[src/rtl/alu_op_sequencer.sv]
// Control FSM sequencing one ALU op per accepted command, owns the accumulator.
// Optional op counter enabled by defining ALU_SEQ_OPCNT_EN.
module alu_op_sequencer #(
   parameter int MULDIV_LAT = 2,
   parameter int N          = 16
) (
   input  logic         clk,
   input  logic         rst,
   input  logic         cmd_valid,
   output logic         cmd_ready,
   input  logic [3:0]   cmd_op,
   input  logic [1:0]   cmd_bsrc,
   input  logic         b_is_zero,
   input  logic [N-1:0] alu_result,
   output logic [1:0]   a_s,
   output logic [3:0]   b_s,
   output logic [15:0]  op_sel,
   output logic [N-1:0] acc_out,
   output logic         busy,
   output logic         done,
   output logic         err
`ifdef ALU_SEQ_OPCNT_EN
   ,
   input  logic         op_count_clr,
   output logic [15:0]  op_count
`endif
);

   localparam logic [1:0] S_IDLE = 2'd0;
   localparam logic [1:0] S_LOAD = 2'd1;
   localparam logic [1:0] S_EXEC = 2'd2;
   localparam logic [1:0] S_WB   = 2'd3;

   localparam logic [3:0] OP_NOP = 4'd0;
   localparam logic [3:0] OP_MUL = 4'd10;
   localparam logic [3:0] OP_DIV = 4'd11;
   localparam logic [3:0] OP_CLR = 4'd12;
   localparam logic [3:0] LAT_M1 = 4'(MULDIV_LAT - 1);

   logic [1:0]   state_q, state_d;
   logic [3:0]   op_q, op_d;
   logic [1:0]   bsrc_q, bsrc_d;
   logic [3:0]   cnt_q, cnt_d;
   logic [N-1:0] acc_q, acc_d;
   logic         err_q, err_d;
   logic         done_q, done_d;
   logic         legal, muldiv, div_zero, wr;

   assign legal  = (op_q <= OP_CLR);
   assign muldiv = (op_q == OP_MUL) || (op_q == OP_DIV);
   // DIV loads the counter with LAT_M1, so that value marks its first EXEC cycle
   assign div_zero = (op_q == OP_DIV) && b_is_zero && (cnt_q == LAT_M1);

   always_comb begin
      state_d = state_q;
      op_d    = op_q;
      bsrc_d  = bsrc_q;
      cnt_d   = cnt_q;
      acc_d   = acc_q;
      err_d   = err_q;
      done_d  = 1'b0;
      wr      = 1'b0;
      a_s     = 2'b01;
      b_s     = 4'b0001;
      op_sel  = '0;
      case (state_q)
         S_IDLE: begin
            if (cmd_valid) begin
               op_d    = cmd_op;
               bsrc_d  = cmd_bsrc;
               err_d   = 1'b0;
               state_d = S_LOAD;
            end
         end
         S_LOAD: begin
            a_s = 2'b10;
            case (bsrc_q)
               2'd0:    b_s = 4'b0100;
               2'd1:    b_s = 4'b0010;
               2'd2:    b_s = 4'b1000;
               default: b_s = 4'b0001;
            endcase
            cnt_d   = muldiv ? LAT_M1 : 4'd0;
            state_d = S_EXEC;
         end
         S_EXEC: begin
            if (legal) op_sel = 16'd1 << op_q;
            if (!legal || div_zero) begin
               err_d   = 1'b1;
               state_d = S_WB;
            end else if (cnt_q == 4'd0) begin
               state_d = S_WB;
            end else begin
               cnt_d = cnt_q - 4'd1;
            end
         end
         default: begin
            wr = !err_q && legal && (op_q != OP_NOP);
            if (wr) acc_d = (op_q == OP_CLR) ? '0 : alu_result;
            done_d  = 1'b1;
            state_d = S_IDLE;
         end
      endcase
   end

   always_ff @(posedge clk or posedge rst) begin
      if (rst) begin
         state_q <= S_IDLE;
         op_q    <= '0;
         bsrc_q  <= '0;
         cnt_q   <= '0;
         acc_q   <= '0;
         err_q   <= 1'b0;
         done_q  <= 1'b0;
      end else begin
         state_q <= state_d;
         op_q    <= op_d;
         bsrc_q  <= bsrc_d;
         cnt_q   <= cnt_d;
         acc_q   <= acc_d;
         err_q   <= err_d;
         done_q  <= done_d;
      end
   end

   assign busy      = (state_q != S_IDLE);
   assign cmd_ready = ~busy;
   assign acc_out   = acc_q;
   assign done      = done_q;
   assign err       = err_q;

`ifdef ALU_SEQ_OPCNT_EN
   logic [15:0] op_count_q, op_count_d;

   always_comb begin
      op_count_d = op_count_q;
      if (op_count_clr) op_count_d = '0;
      else if (wr)      op_count_d = op_count_q + 16'd1;
   end

   always_ff @(posedge clk or posedge rst) begin
      if (rst) op_count_q <= '0;
      else     op_count_q <= op_count_d;
   end

   assign op_count = op_count_q;
`endif

endmodule

[config.mk]
export PLATFORM = sky130hd
export DESIGN_NAME = alu_op_sequencer
export DESIGN_NICKNAME = d
export VERILOG_FILES = /design/src/rtl/alu_op_sequencer.sv
export SDC_FILE = /design/constraint.sdc
export NUM_CORES = 1
export LEC_CHECK = 0
export BUFFER_PORTS_ARGS = -buffer_cell sky130_fd_sc_hd__buf_4
export CAP_MARGIN = 30
export CORE_AREA = 2 2 74 76
export DETAILED_ROUTE_END_ITERATION = 8
export DIE_AREA = 0 0 76 78
export GPL_TIMING_DRIVEN = 0
export PLACE_DENSITY_LB_ADDON = 0.25
export SLEW_MARGIN = 10
export SYNTH_ARGS = -nofsm -noshare
export SYNTH_HDL_FRONTEND = slang
export SYNTH_SLANG_ARGS = --single-unit
[constraint.sdc]
create_clock -name clk -period 1.75 [get_ports clk]
set_input_delay 0.35 -clock clk [delete_from_list [all_inputs] [get_ports clk]]
set_output_delay 0.35 -clock clk [all_outputs]
set_load 0.05 [all_outputs]
After elaboration in Yosys (flattened, before gate mapping)
Index checks and enable logic that the tools add are counted. W data, S select, Z words.

Add/subtract/negate cells: 1. Order comparisons: 1. Equal/unequal tests: 13. Shifts and indexed selects: 1. Muxes and demuxes: 18. Bitwise operators: 2. Reduce and logical (&&, ||, !) cells: 21.

Operator list (count): $mux W16 (3); $shl A1 B4 Y16 const A (1); $eq A4 B4 Y1 const B (3); $mux W4 (3); $pmux W4 S3 (1); $mux W2 (4); $ne A2 B2 Y1 const B (4); $pmux W4 S2 (1); $pmux W2 S3 (1); $reduce_and A2 Y1 (3); $reduce_and A3 Y1 (2); $reduce_bool A2 Y1 (3); $eq A2 B1 Y1 const B (2); $eq A2 B2 Y1 const B (2); $eq A4 B1 Y1 const B (1); $le A4 B4 Y1 const B (1); $logic_and A1 B1 Y1 (4); $logic_not A2 Y1 (2); $logic_not A4 Y1 (1); $mux W1 (4); $reduce_bool A4 Y1 (1); $sub A4 B1 Y4 const B (1); $ne A3 B3 Y1 const B (1); $reduce_or A3 Y1 (1); other kinds (4) (7).

Register bits: 30. Output and inout bits: 42. Logic and storage cells: 64.

Depth between registers and ports, before layout
Word-level depth: 6. Mapped depth: 7. Depth with buffers taken out: 6.

Worst setup path before layout
Ideal clock, no wire load.

Kind: register to output. Start point: register state_q[1]. End point: output port b_s[3]. Arrival time: 2.647 ns. Path slack: -1.247 ns. Stages on the path, launching flop included: 5. Cells stage by stage: dfrtp_1 -> inv_1 -> ha_1 -> inv_1 -> nor3b_1.

Cells in the longest elaborated chain, start to end: 2.

RTL lines: start: declaration (RTL line 40) `logic [1:0] state_q, state_d;`; start signal: assignment (RTL line 116) `state_q <= state_d;`; $eq A2 B1 Y1 (RTL line 66) `case (state_q)`; $mux W4 (RTL line 66); end: declaration (RTL line 16) `output logic [3:0] b_s,`.

No other way between the ends.

Final worst setup path
Start point: register state_q[0]. End point: output port op_sel[0].

Cells in the longest elaborated chain, start to end: 2.

RTL lines: $eq A2 B2 Y1 (RTL line 66); $mux W16 (RTL line 66); end: declaration (RTL line 17) `output logic [15:0] op_sel,`.

No other way between the ends.

==> impl_metrics.json <==
{
  "outcome": "finished, violations left",
  "violations": "setup timing",
  "fin_tns_setup_ns": -1.82,
  "required_ns": 1.40,
  "r2r-start": "op_q[0]",
  "clockRootBuffer": "clkbuf_8",
  "vias_per_cell": 4.50,
  "synth.ff_latch_count": 30,
  "avgRoutedWirePerCell_um": 12.9,
  "p_per_area_mw_per_mm2": 2100,
  "multi_input_area_sq_um": 943,
  "dp_slack_ns": -0.279,
  "clk_pin_slew_ns": 0.06,
  "syn_to_final_growth_pct": 80.4,
  "post-route-min-period_ns": 2.08,
  "cts_tree": "done",
  "hold_violations": 0,
  "netlist_top_cells_area": "dfrtp_1 (48%), nand2_1 (9.7%), ha_1 (4.8%), mux2_2 (4.3%), o21ai_0 (3.9%)",
  "drtAntennaViolNets": 0,
  "path_max_fanout": 4,
  "p_leak_nw": 1.34,
  "holdWs_ns": 0.122,
  "rsz0062_at_grt": "yes",
  "hpwl_um": 2970,
  "fin_nets": 297,
  "final_common_cell": "buf_4",
  "synthFlopType": "dfrtp_1",
  "max_cap_violations": 0,
  "drc": 0,
  "die_h_um": 78,
  "ctsHoldBuffers": 0,
  "cts_made_buffers": 5,
  "grt_max_degree": 20,
  "io_pins": 68,
  "io_buffers": 64,
  "regArea_sq_um": 752,
  "routed_wl_um": 4350,
  "relSlewSlack": 0.629,
  "reg2reg_depth": 6,
  "core_sq_mm": 0.00504,
  "final_max_slew_viol_count": 0,
  "fill_cells": 447,
  "cp-end-kind": "output pin",
  "n_antenna_cell": 0,
  "drive_gt1_frac": 0.571,
  "insertion_delay_ns": 0.28,
  "worstSetupStartpoint": "state_q[0]",
  "worst_pin_slew_ns": 0.556,
  "hold_path_class": "input pin to asynchronous set/reset pin",
  "netlist.area_leader.share": 0.483,
  "worstPathArrival_ns": 1.73,
  "grt_pass1_vias": 1550,
  "r2r_slack_ns": 0.10,
  "final_cell_mix": "buf_4 (66), nand2_1 (37), dfrtp_1 (29)",
  "setup_viol": 15,
  "finClkSkew_ns": 0.00368,
  "drt_iter0_markers": 58,
  "synth_top_area_cell": "dfrtp_1",
  "yosys_warnings": 0,
  "grt-ovfl-total": 0,
  "rr_endpoint": "state_q[1]",
  "ir_drop_uv": 1270,
  "synth_cells": 169,
  "grt_usage": 0.152,
  "dr.pass1.iters": 4,
  "setup.worst_path.start_class": "flip-flop",
  "async_flop_share": 1.00,
  "fp-row-count": 26,
  "crit_end": "op_sel[0]",
  "die_area_sq_mm": 0.00593,
  "path_class": "flip-flop to output pin",
  "synth_edf_count": 0,
  "initial_core_util": 0.308,
  "gp_congestion": 0.776,
  "clock.fmax_mhz": 481,
  "synth_area_sq_mm": 0.00155,
  "yosysSeqAreaShare": 0.483,
  "die_x_um": 76,
  "total_power_mw": 5.88,
  "fin_ws_ns": -0.331,
  "dr_total_vias": 1511,
  "synthDistinctLibCells": 37,
  "grt_first_pass_wirelength_um": 7160,
  "fin_crit_sh": 1.19,
  "syn_area_per_cell_sq_um": 9.20,
  "antenna_found_initial": 0,
  "clock_sinks": 30,
  "clockBufferDepth": 2,
  "cts_htree_levels": 2
}
worst min path at each step:
stage	startpoint	to	slack [ns]	cells after the start
after floorplan	rst	acc_out[0]	0.44	1
after global placement	acc_out[11]	acc_out[11]	0.46	2
after detailed placement	rst	acc_out[2]	0.43	2
after CTS	rst	acc_out[2]	0.13	2
after global routing	rst	acc_out[10]	0.14	2
final	rst	acc_out[13]	0.12	2
worst max-delay path, cell delays in order (launching register included):
cell     delay, ns
dfrtp_1       0.39
inv_2         0.08
ha_4          0.16
inv_4         0.03
or3_4         0.43
nor3_4        0.19
buf_6         0.18
repair_timing:
item                                   in CTS  in global routing
endpoints found under the hold margin       0                  0
gates resized for setup                    41                 24
buffers inserted                           13                 12
pin swaps                                   9                  7
setup endpoints to repair                  19                 41
metrics by stage:
stage / utilization / cell area, sq um / cells
finish: 0.556 / 2800 / 336
CTS: 0.529 / 2670 / 327
global placement: 0.452 / 2280 / 305
global route: 0.556 / 2800 / 336
floorplan: - / 1710 / 171
detailed placement: 0.457 / 2300 / 306
Yosys cell counts, drive strengths merged (2+ instances only):
library cell and count:
o21ai 16, mux2 7, ha 6, nand2 41, or3 2, a21oi 3
nand4b 2, nor3 4, inv 10, nand2b 4, o211ai 4, buf 8
clkbuf 2, dfrtp 30, nor2 15
kinds of logic after synthesis:
kind of cell | Yosys count | share of synthesized area
flops | 30 | 0.483
compound gates | 29 | 0.118
fa+ha+maj | 6 | 0.0483
buf+inv | 20 | 0.0636
other cells | 1 | 0.00241
mux | 8 | 0.0596
simple gates | 75 | 0.225
sequential cells by signal, indices dropped and copies added (netlist names):
register	count
acc_out	16
cnt_q	4
op_q	4
bsrc_q	2
state_q	2
done	1
err	1
cell type report:
type | count | share of cell area
Multi-Input combinational cell | 121 | 0.337
Timing Repair Buffer | 88 | 0.285
Sequential cell | 30 | 0.268
Tap cell | 70 | 0.0312
Clock buffer | 7 | 0.0308
Buffer | 9 | 0.0299
Inverter | 10 | 0.0165
Clock inverter | 1 | 0.00179
power by group:
group / total [mW] / leakage [nW] / switching (mW) / internal (mW)
logic: 3.98 / 0.926 / 2.38 / 1.59
clock network: 0.573 / 0.0482 / 0.256 / 0.317
registers: 1.33 / 0.367 / 0.291 / 1.04
layer usage:
layer,GRT usage,share of wire
met5,0,0
met2,0.262,0.49
met4,0.0436,0.010
met3,0.0465,0.059
met1,0.185,0.44
Note: power is estimated with default switching activity, not from simulation.
